===== config.mk =====
export PLATFORM = sky130hd
export DESIGN_NAME = neuron_mac
export DESIGN_NICKNAME = d
export VERILOG_FILES = /design/src/rtl/neuron_mac.sv
export SDC_FILE = /design/constraint.sdc
export NUM_CORES = 1
export LEC_CHECK = 0
export ABC_CLOCK_PERIOD_IN_PS = 8700
export BUFFER_PORTS_ARGS = -buffer_cell sky130_fd_sc_hd__clkbuf_2
export CAP_MARGIN = 30
export CORE_ASPECT_RATIO = 0.7
export CORE_MARGIN = 4
export CORE_UTILIZATION = 57
export DETAILED_ROUTE_END_ITERATION = 6
export PLACE_DENSITY_LB_ADDON = 0.08
export SLEW_MARGIN = 30
export SYNTH_ARGS = -nofsm -noshare
export SYNTH_HDL_FRONTEND = slang
export SYNTH_SLANG_ARGS = --single-unit

===== constraint.sdc =====
create_clock -name clk -period 8.7 [get_ports clk]
set_input_delay 0 -clock clk [delete_from_list [all_inputs] [get_ports clk]]
set_output_delay 0 -clock clk [all_outputs]
set_load 0.005 [all_outputs]

===== src/rtl/neuron_mac.sv =====
// neuron_mac: three-input sequencing multiply-accumulate neuron.
// It waits for the operand buffer's ready signal, then steps sel through
// slots 1..3 and accumulates x*w on top of the bias. The result is
// floor-shifted back to Q(DW-FRAC).FRAC, saturated, registered on y, and
// announced with single-cycle y_valid / neuron_done pulses.
// Optional feature: define NEURON_RELU_EN to clamp negative results to 0.
module neuron_mac #(
  parameter int DW   = 16,
  parameter int FRAC = 8
) (
  input  logic          clk,
  input  logic          reset,
  input  logic          ready,
  input  logic [DW-1:0] x,
  input  logic [DW-1:0] w,
  input  logic [DW-1:0] bias,
  output logic [1:0]    sel,
  output logic          neuron_done,
  output logic [DW-1:0] y,
  output logic          y_valid
);

  // Two guard bits cover three full products plus the shifted bias.
  localparam int AW = 2*DW + 2;

  localparam logic [2:0] IDLE = 3'd0;
  localparam logic [2:0] S1   = 3'd1;
  localparam logic [2:0] S2   = 3'd2;
  localparam logic [2:0] S3   = 3'd3;
  localparam logic [2:0] DONE = 3'd4;

  // Saturation bounds, sign-extended to the accumulator width.
  localparam logic signed [AW-1:0] MAXV = {{(AW-DW+1){1'b0}}, {(DW-1){1'b1}}};
  localparam logic signed [AW-1:0] MINV = {{(AW-DW+1){1'b1}}, {(DW-1){1'b0}}};

  logic [2:0]             state;
  logic signed [AW-1:0]   acc;
  logic signed [2*DW-1:0] prod;
  logic signed [AW-1:0]   prod_ext, bias_ext, sum, shifted;
  logic [DW-1:0]          y_sat, y_next;

  // Full-width signed product; the sign-extended operands make the low
  // 2*DW bits of the product exact.
  assign prod     = $signed({{DW{x[DW-1]}}, x}) * $signed({{DW{w[DW-1]}}, w});
  assign prod_ext = {{2{prod[2*DW-1]}}, prod};
  assign bias_ext = {{(AW-DW-FRAC){bias[DW-1]}}, bias, {FRAC{1'b0}}};
  assign sum      = acc + prod_ext;
  // Arithmetic shift floors toward minus infinity.
  assign shifted  = sum >>> FRAC;

  // Clamp to the representable range, then apply the optional ReLU.
  always_comb begin
    y_sat = shifted[DW-1:0];
    if (shifted > MAXV)      y_sat = MAXV[DW-1:0];
    else if (shifted < MINV) y_sat = MINV[DW-1:0];
`ifdef NEURON_RELU_EN
    y_next = y_sat[DW-1] ? '0 : y_sat;
`else
    y_next = y_sat;
`endif
  end

  // Sequencer: accept in IDLE, accumulate slots 1..3, publish in DONE.
  always_ff @(posedge clk) begin
    if (reset) begin
      state <= IDLE;
      acc   <= '0;
      y     <= '0;
    end else begin
      case (state)
        IDLE: if (ready) begin
          acc   <= bias_ext;
          state <= S1;
        end
        S1: begin
          acc   <= sum;
          state <= S2;
        end
        S2: begin
          acc   <= sum;
          state <= S3;
        end
        S3: begin
          acc   <= sum;
          y     <= y_next;
          state <= DONE;
        end
        DONE:    state <= IDLE;
        default: state <= IDLE;
      endcase
    end
  end

  // Moore outputs: decoded from the state register only.
  always_comb begin
    sel         = 2'd0;
    neuron_done = 1'b0;
    y_valid     = 1'b0;
    case (state)
      S1:   sel = 2'd1;
      S2:   sel = 2'd2;
      S3:   sel = 2'd3;
      DONE: begin
        neuron_done = 1'b1;
        y_valid     = 1'b1;
      end
      default: ;
    endcase
  end

endmodule

# Word level (Yosys, flattened, before mapping)
# Cells that the tools add are included.
# totals
ff_bits	53
latch_bits	0
mem_bits_rw	0
romBits	0
in_bits	51
out_inout_bits	20
wordCells	24
memories	0
# classes
add_sub_neg	1
mul	1
div_mod_pow	0
magnitude_cmp	2
eq_ne	5
shifts	0
muxes	8
n_bitwise	0
reduce_logical	4
# op_table
operator	n
34-bit one-hot mux with 2 select lines	1
34-bit by 32-bit adder with 34-bit output	1
34-bit two-way mux	1
16-bit by 16-bit multiplier with 32-bit output	1
16-bit two-way mux	2
26-bit by 16-bit greater-than comparator with 1-bit output, second input constant	1
26-bit by 16-bit less-than comparator with 1-bit output, second input constant	1
3-bit one-hot mux with 4 select lines	1
3-bit by 2-bit equality test with 1-bit output, second input constant	2
2-bit one-hot mux with 3 select lines	1
3-bit by 1-bit equality test with 1-bit output, second input constant	1
3-bit equality test, second input constant	1
3-bit zero test	1
3-bit two-way mux	1
3-bit OR reduction	1
2-bit != test, second input constant	1
2-bit AND reduction	1
2-bit nonzero test	1
1-bit two-way mux	1

# Longest topological paths before layout
# Gate-level depths: netlist of the first run.
# logic_depth
word_depth	5
ltp_mapped	26
depth_no_buf	24

# Least setup slack after synthesis of the first run
# Ideal clock, no wire load.
# synth_path
path_kind	input-to-reg
start	input w[1]
end	register y[10]
arrival_time_ps	6223
setup_slack_ps	2348
stages	24
path_buffers	3
path_cell_list	clkbuf_1 nand2_1 inv_1 fa_1 fa_1 fa_1 fa_1 fa_1 inv_1 fa_1 inv_1 ha_1 buf_2 a21oi_1 o21ai_1 a221o_1 a221o_1 a21oi_2 xnor2_1 a2111oi_0 nand3_1 o21ai_2 buf_8 o32ai_2
# synth_via
elab_chain_len	5
word_cells_on_any_way	6
classes_between	1 x add/sub; 1 x mul; 2 x order compare; 2 x mux
# synth_rtl
element	line	text
start, declared	15	input logic [DW-1:0] w,
16-bit by 16-bit multiplier with 32-bit output (*)	44	assign prod = $signed({{DW{x[DW-1]}}, x}) * $signed({{DW{w[DW-1]}}, w});
34-bit by 32-bit adder with 34-bit output (*)	47	assign sum = acc + prod_ext;
26-bit by 16-bit less-than comparator with 1-bit output	55	else if (shifted < MINV) y_sat = MINV[DW-1:0];
16-bit two-way mux	55	
16-bit two-way mux (*)	54	if (shifted > MAXV) y_sat = MAXV[DW-1:0];
end signal, assigned	85	y <= y_next;
end, declared	19	output logic [DW-1:0] y,
# Mark *: on every way between the ends. The rest lies on a longest branch, timed or not.
# A chain may end at the register's enable or synchronous reset.

# Final worst setup path of the first run
# layout_path
start	input w[1]
end	register y[14]
# Same word-level chain as after synthesis.

==> impl_metrics.ini, run 1 <==
[route]
finalWirelength_um = 32700
wire_per_inst_um = 17.6
drtPass1Iterations = 5
vias = 9962
drt-initial-drc-count = 533
drtAntennaViolNets = 0
drcViolationCount = 0
via_per_inst = 5.37

[layout]
final_nets = 1994
area_delta_synth_final_pct = 5.19
final_cell_area_sq_um = 14500
final_cells = 1855
antenna_cells = 0
drive_above_1_share = 0.0735

[synthesis]
syn_area_sq_um = 13800
ys.warnings.count = 0
seq_area_frac_synth = 0.0769
synth_cell_types = 65
synth_area_per_cell_sq_um = 9.11
synth_top_area_cell = fa_1
synth_edf_count = 0
synthTopCellsByArea = fa_1 (44%), inv_1 (9.7%), ha_1 (9.2%)
synthCells = 1516
syn-num-nets = 1974
async_reset_ff_frac = 0
synth_top_area_frac = 0.442
ys_seq_elements = 53
synth_ff_type = dfxtp_1

[timing]
fin_skew_ns = 0.00912
finalSetupViolCount = 0
hold_viol_final = 0
fmax_mhz = 142
rsz0062_at_grt = false
fin_crit_sh = 0.812
worst_slew_pin_slew_ns = 0.986
finalMaxSlewViolations = 0
period_minus_slack_ns = 7.06
fin_tns_setup_ns = 0
slew_headroom = 0.341

[clock_tree]
cts_max_path_buffers = 2
cts_inserted_buffers = 5
root_buffer = clkbuf_16
cts_tree = built
htree_levels = 2
clkLatencyLatePin_ns = 0.30
path_clk_slew_ns = 0.07
cts_num_sinks = 53
cts_setup_buffers = 0

[place]
place_area_sq_um = 14300
io_buffers = 70
dp_hpwl_um = 28000
place_congestion = 0.923
dp.cells = 1845

[worst_setup_path]
end_kind = register
path_max_fanout = 16
start_kind = input port
worstSetupPathType = in -> reg
critPathArrivalTime_ns = 7.19
cp_data_required_time_ns = 8.82
timing.rr.start = acc[15]
reg2regPathDepth = 20
crit_path_start = w[1]

[floorplan]
dieArea_sq_um = 26800
core_area_sq_um = 23800
die_x_um = 194
die_height_um = 138
initial_core_util = 0.581
rows = 47
ioPinCount = 71

[grt]
grt_usage = 0.254
grt_pass1_wl_um = 55400
antenna_found_initial = 0
grt_start_max_net_pins = 69
grt-ovfl-total = 0
grt_pass1_vias = 10200

[worst_hold_path]
holdPathStages = 3
hold_class = in -> reg
min-delay-start = bias[1]

[job]
max_cap_violations = 0

[run_status]
status = complete, no violations
metal layers:
layer | share of wire | global-route usage | vias to the layer above
met4 | 0.0053 | 0.0255 | 0
met2 | 0.37 | 0.327 | 305
li1 | - | - | 4635
met1 | 0.54 | 0.448 | 5010
met3 | 0.078 | 0.0503 | 12
met5 | 0 | 0 | -
critical path, stage by stage:
cell	delay, ns
clkbuf_2	0.23
nand2_1	0.21
inv_1	0.08
fa_1	0.60
fa_1	0.88
fa_1	0.53
fa_1	0.50
fa_1	0.49
inv_1	0.05
fa_1	0.48
inv_1	0.04
ha_1	0.39
a21oi_1	0.21
o21ai_1	0.13
a221o_1	0.42
a221o_1	0.36
a21oi_2	0.13
xnor2_1	0.13
a2111oi_0	0.55
nand3_1	0.18
o21ai_2	0.38
o32ai_1	0.20
per-stage QoR:
step / util / worst slack (ns) / hold slack (ns)
finish: 0.611 / 1.64 / 0.0358
global placement: 0.602 / 1.61 / 0.300
global route: 0.611 / 1.24 / 0.0625
detailed placement: 0.602 / 1.46 / 0.291
CTS: 0.611 / 1.74 / 0.0303
floorplan: - / 2.35 / 0.159
final cells by class:
| cell class | count | area (sq um) |
|---|---|---|
| multi-input cells | 1045 | 11100 |
| fillers | 2156 | 9240 |
| inverters | 357 | 1340 |
| flip-flops and latches | 53 | 1060 |
| well taps | 318 | 398 |
| repair buffers | 74 | 385 |
| clock buffers | 5 | 125 |
| clock inverters | 3 | 68.8 |
Yosys cell counts (5+ instances only):
cell type / count
a211oi_1: 24
a21o_1: 7
a21oi_1: 49
and2_1: 131
buf_2: 6
clkbuf_1: 47
dfxtp_1: 53
fa_1: 305
ha_1: 102
inv_1: 357
mux2i_1: 15
nand2_1: 161
nand2b_1: 6
nand3_1: 17
nand4_1: 7
nor2_1: 77
nor3_1: 15
o211ai_1: 6
o21ai_0: 12
o21bai_1: 5
o32ai_1: 5
o32ai_2: 10
xnor2_1: 27
xor2_1: 11
sequential cells by signal, summed over array words and instances, names as in the netlist:
| signal | flops |
|---|---|
| acc | 34 |
| y | 16 |
| state | 3 |
repair_timing:
item	in CTS	in global routing
setup endpoints to repair	0	0
hold buffers	2	0
resized for setup	0	0
hold endpoints to repair	2	0
path summary, 6_finish.rpt:
| path | endpoint | slack (ns) |
|---|---|---|
| setup / recovery | y[14] | 1.64 |
| hold / removal | acc[9] | 0.04 |
| setup reg to reg | y[14] | 2.33 |
| hold reg to reg | acc[1] | 0.49 |
cell families after synthesis:
kind of cell	share of synthesized area
xor gates and xnor gates	0.0241
AOI/OAI and AO/OA	0.0856
and+or+nand+nor	0.151
DFF	0.0769
buffers and inverters	0.117
adders and majority gates	0.535
muxes	0.0109
placed cells by master, fill, tap and decap left out, types with 5 or more instances in the layout:
cell       instances
a211oi_1          24
o32ai_1            5
dfxtp_1           53
o32ai_2           10
a21oi_1           49
o21bai_1           5
a21o_1             7
and2_1           131
nand3_1           17
inv_1            357
xnor2_1           27
nand2_1          161
clkbuf_16          5
ha_1             102
o211ai_1           6
clkbuf_2          70
xor2_1            11
nor3_1            15
nand2b_1           5
nand4_1            7
o21ai_0           12
nor2_1            77
fa_1             305
mux2i_1           15
Power of run 1 is left out: the tool's default activity adds up to more than one toggle a clock period on the data nets, which glitch-free logic cannot reach.
==> inputs of run 2 (changes only) <==
--- a/config.mk
+++ b/config.mk
@@ -5,7 +5,7 @@
 export SDC_FILE = /design/constraint.sdc
 export NUM_CORES = 1
 export LEC_CHECK = 0
-export ABC_CLOCK_PERIOD_IN_PS = 8700
+export ABC_CLOCK_PERIOD_IN_PS = 6600
 export BUFFER_PORTS_ARGS = -buffer_cell sky130_fd_sc_hd__clkbuf_2
 export CAP_MARGIN = 30
 export CORE_ASPECT_RATIO = 0.7
==> constraint.sdc (replaced) <==
create_clock -name clk -period 6.6 [get_ports clk]
set_input_delay 0 -clock clk [delete_from_list [all_inputs] [get_ports clk]]
set_output_delay 0 -clock clk [all_outputs]
set_load 0.005 [all_outputs]
==> impl_metrics.ini, run 2 (synthesized netlist as in run 1, its figures left out) <==
[layout]
antenna_cells = 0
fill_cells = 2043
largest_reg_flops = 34
regMostFlops = acc
area_delta_synth_final_pct = 9.43
final_common_cell = inv_1
multiInputGateArea_sq_um = 11200
top_regs = acc: 34 flops, y: 16 flops, state: 3 flops
final_nets = 2065
final_cells = 1926
ff_latch_area_sq_um = 1060
final_cell_area_sq_um = 15100
drive_above_1_share = 0.117
layout_common_cells = inv_1 (357), fa_1 (304), nand2_1 (161)

[worst_hold_path]
min-delay-start = bias[0]
hold_class = in -> reg

[place]
place_congestion = 0.905
place_area_sq_um = 14900
io_buffers = 70
dp.cells = 1916
dp_hpwl_um = 29300

[floorplan]
core_area_sq_um = 23800
die_height_um = 138
rows = 47
ioPinCount = 71
dieArea_sq_um = 26800
initial_core_util = 0.581
die_x_um = 194

[clock_tree]
path_clk_slew_ns = 0.07
cts_tree = built
cts_inserted_buffers = 5
cts_num_sinks = 53
cts_setup_buffers = 0
clkLatencyLatePin_ns = 0.29
htree_levels = 2
cts_max_path_buffers = 2
root_buffer = clkbuf_16

[timing]
finalSetupViolCount = 0
fin_skew_ns = 0.00583
worst_slew_pin_slew_ns = 0.850
fin_tns_setup_ns = 0
fin_crit_sh = 0.947
fmax_mhz = 160
period_minus_slack_ns = 6.25
hold_viol_final = 0
slew_headroom = 0.433
rsz0062_at_grt = false
finalMaxSlewViolations = 0

[route]
drt-initial-drc-count = 739
via_per_inst = 5.33
drcViolationCount = 0
finalWirelength_um = 33300
wire_per_inst_um = 17.3
vias = 10300
drtAntennaViolNets = 0
drtPass1Iterations = 5

[worst_setup_path]
timing.rr.start = acc[15]
path_max_fanout = 15
reg2regPathDepth = 22
crit_path_start = w[7]
ff2ff_setup_slack_ns = 0.77
rr_endpoint = y[1]
critPathArrivalTime_ns = 6.39
worstSetupPathType = in -> reg
cp_data_required_time_ns = 6.74
start_kind = input port
critPathCapture = y[1]
end_kind = register

[grt]
grt_start_max_net_pins = 69
grt-ovfl-total = 0
grt_pass1_wl_um = 56900
antenna_found_initial = 0
grt_pass1_vias = 10600
grt_usage = 0.261

[run_status]
status = complete, no violations

[job]
max_cap_violations = 0
==> run 2: how the worst min path moves through the flow <==
stage,depth (start not counted),to,slack (ns)
finish,3,acc[8],0.05
global placement,3,acc[17],0.28
CTS,3,acc[8],0.04
detailed placement,3,acc[17],0.27
global route,3,acc[8],0.06
floorplan,2,acc[17],0.16
==> run 2: stage by stage <==
stage           util  hold WS, ns  worst slack (ns)
2_1_floorplan      -        0.159             0.248
5_1_grt        0.636       0.0633            0.0171
4_1_cts        0.635       0.0449             0.183
3_3_place_gp   0.626        0.278            0.0454
6_report       0.636       0.0453             0.347
3_5_place_dp   0.626        0.274           -0.0873
==> run 2: per-layer routing <==
metal / part of all wire / track usage / wire, um / vias up
met5: 0 / 0 / 0 / -
met4: 0.0059 / 0.0240 / 198 / 0
met3: 0.083 / 0.0491 / 2780 / 13
met2: 0.39 / 0.343 / 12900 / 351
met1: 0.52 / 0.455 / 17400 / 5126
li1: - / - / - / 4782
==> run 2: area by class of cell <==
type	instances	area share
clock inverter	1	0.00199
clock buffer	7	0.00944
timing repair buffer	145	0.0641
sequential	53	0.0702
inverter	357	0.0887
tap	318	0.0263
multi-input combinational	1045	0.739
==> run 2: repair_timing <==
action                     CTS  global route
hold buffers                 2             0
resized for setup            0            11
hold endpoints to repair     2             0
setup endpoints to repair    0            15
==> run 2: worst max-delay path: stages <==
cell,delay [ns]
buf_2,0.25
nand2_1,0.14
fa_1,0.55
inv_1,0.06
fa_1,0.53
inv_1,0.07
fa_1,0.54
inv_1,0.05
fa_1,0.51
fa_1,0.53
inv_1,0.06
fa_1,0.48
inv_1,0.05
ha_1,0.34
buf_4,0.17
and4_1,0.20
nor3b_1,0.14
a21oi_1,0.11
nand2_1,0.11
o211ai_1,0.29
nand4_1,0.23
a2111oi_2,0.44
nand3_1,0.15
o21ai_2,0.12
buf_12,0.18
o32ai_1,0.10
Power of run 2 is left out for the same reason.
==> inputs of run 3 (changes only) <==
--- a/config.mk
+++ b/config.mk
@@ -5,6 +5,7 @@
 export SDC_FILE = /design/constraint.sdc
 export NUM_CORES = 1
 export LEC_CHECK = 0
+export ABC_AREA = 1
 export ABC_CLOCK_PERIOD_IN_PS = 6600
 export BUFFER_PORTS_ARGS = -buffer_cell sky130_fd_sc_hd__clkbuf_2
 export CAP_MARGIN = 30
@@ -13,6 +14,7 @@
 export CORE_UTILIZATION = 57
 export DETAILED_ROUTE_END_ITERATION = 6
 export PLACE_DENSITY_LB_ADDON = 0.08
+export SETUP_SLACK_MARGIN = 0.02
 export SLEW_MARGIN = 30
 export SYNTH_ARGS = -nofsm -noshare
 export SYNTH_HDL_FRONTEND = slang
==> impl_metrics.ini, run 3 <==
[run_status]
status = complete, no violations

[worst_setup_path]
cp_data_required_time_ns = 6.80
critPathArrivalTime_ns = 6.24
start_kind = input port
path_max_fanout = 17
worstSetupPathType = in -> reg
end_kind = register

[synthesis]
syn_area_sq_um = 14900
synth_most_common_cell = inv_1
synth_top_area_frac = 0.411
synth_top_area_cell = fa_1
synth_area_per_cell_sq_um = 7.30
synthCells = 2035
synth_common_cells = inv_1 (625), nand2_1 (581), fa_1 (305)
synthTopCellsByArea = fa_1 (41%), inv_1 (16%), nand2_1 (15%)
syn-num-nets = 2493
async_reset_ff_frac = 0
synth_edf_count = 0
ys.warnings.count = 0
ys_seq_elements = 53
seq_area_frac_synth = 0.0714
synth_cell_types = 35
synth_ff_type = dfxtp_1

[floorplan]
core_area_sq_um = 25700
die_x_um = 201
rows = 49
ioPinCount = 71
die_height_um = 143
initial_core_util = 0.579
dieArea_sq_um = 28800

[place]
place_congestion = 0.948
io_buffers = 70
dp_hpwl_um = 33200

[timing]
rsz0062_at_grt = false
fin_skew_ns = 0.00842
hold_viol_final = 0
slew_headroom = 0.445
hold_slack_ns = 0.00283
fin_crit_sh = 0.915
fmax_mhz = 166
finalSetupViolCount = 0
fin_tns_setup_ns = 0
finalMaxSlewViolations = 0
worst_slew_pin_slew_ns = 0.832
period_minus_slack_ns = 6.04

[route]
via_per_inst = 5.01
drcViolationCount = 0
wire_per_inst_um = 16.0
drtPass1Iterations = 5
vias = 11900
drtAntennaViolNets = 0
drt-initial-drc-count = 936
finalWirelength_um = 37900

[clock_tree]
cts_inserted_buffers = 5
cts_max_path_buffers = 2
root_buffer = clkbuf_16
cts_num_sinks = 53
clkLatencyLatePin_ns = 0.30
path_clk_slew_ns = 0.07
cts_tree = built
htree_levels = 2

[layout]
antenna_cells = 0
final_common_cell = inv_1
drive_above_1_share = 0.0631
largest_reg_flops = 34
top_regs = acc: 34 flops, y: 16 flops, state: 3 flops
regMostFlops = acc
area_delta_synth_final_pct = 4.82
layout_common_cells = inv_1 (625), nand2_1 (581), fa_1 (303)
final_nets = 2503

[grt]
grt_usage = 0.275
grt_start_max_net_pins = 33
grt-ovfl-total = 0
grt_pass1_vias = 11900
antenna_found_initial = 0
grt_pass1_wl_um = 63500

[job]
max_cap_violations = 0

[worst_hold_path]
hold_class = in -> reg
## run 3: cell types whose count changed after synthesis, moves of 11 or more
cell      previous run  this run
mux2i_1             15         0
nor3_1              15         4
clkbuf_1            47        72
inv_1              357       625
nand3_1             17        63
nand2_1            161       581
and2_1             131         2
a21oi_1             49        28
xnor2_1             27         5
nor2_2               0        11
nor2_1              77        89
a211oi_1            24         0
## run 3: worst max-delay path: stages
cell	delay, ns
clkbuf_2	0.08
inv_1	0.58
nor2_1	0.13
fa_1	0.55
fa_1	0.44
fa_1	0.53
fa_1	0.47
fa_1	0.50
inv_1	0.06
fa_1	0.48
inv_1	0.04
ha_1	0.39
nand2_1	0.16
nor2_2	0.23
nand2_1	0.17
nor2_1	0.12
nand2_1	0.09
nand3_1	0.13
nand2_1	0.12
nand2_1	0.11
nand3_1	0.08
nor3_1	0.14
nand3_1	0.11
nand2_2	0.25
nand3_1	0.13
nand2_1	0.09
inv_1	0.03
## run 3: worst paths after layout
path	slack, ns	depth (start not counted)	start	to
max	0.56	27	w[15]	y[13]
min	0.003	3	bias[0]	acc[8]
max reg2reg	1.12	25	acc[15]	y[13]
min reg2reg	0.48	2	y[15]	y[15]
## run 3: cells by family (layout without fill, tap and decap cells)
logic type	after synthesis	count (layout)	share of synthesized area
AOI/OAI and AO/OA	65	65	0.0270
and+or+nand+nor	783	783	0.213
adders and majority gates	407	407	0.497
DFF	53	53	0.0714
xor gates and xnor gates	18	18	0.0106
buffers and inverters	709	719	0.181
## run 3: cell type report
cell class,instances,area [sq um]
repair buffers,83,448
well taps,331,414
clock inverters,2,38.8
inverters,629,2360
fillers,2423,10100
flip-flops and latches,53,1060
clock buffers,5,125
multi-input cells,1273,11100
## run 3: metal layers
layer / track usage / share of wire / up-vias
met5: 0 / 0 / -
met4: 0.0264 / 0.0063 / 0
met3: 0.0425 / 0.078 / 21
met2: 0.392 / 0.40 / 381
met1: 0.457 / 0.52 / 5768
li1: - / - / 5736
## run 3: what timing repair did
| item | in CTS | in global routing |
|---|---|---|
| setup buffers | 0 | 0 |
| hold buffers | 0 | 0 |
| endpoints found under the setup margin | 0 | 6 |
| resized for setup | 0 | 1 |
## run 3: stage by stage
step	cells	util	setup WS, ns	area (sq um)
after floorplan	2035	-	0.665	14900
after global placement	2369	0.600	0.148	15400
final	2376	0.606	0.562	15600
after global routing	2376	0.606	0.141	15600
after detailed placement	2369	0.600	0.100	15400
after CTS	2376	0.606	0.388	15600
Power of run 3 is left out for the same reason.
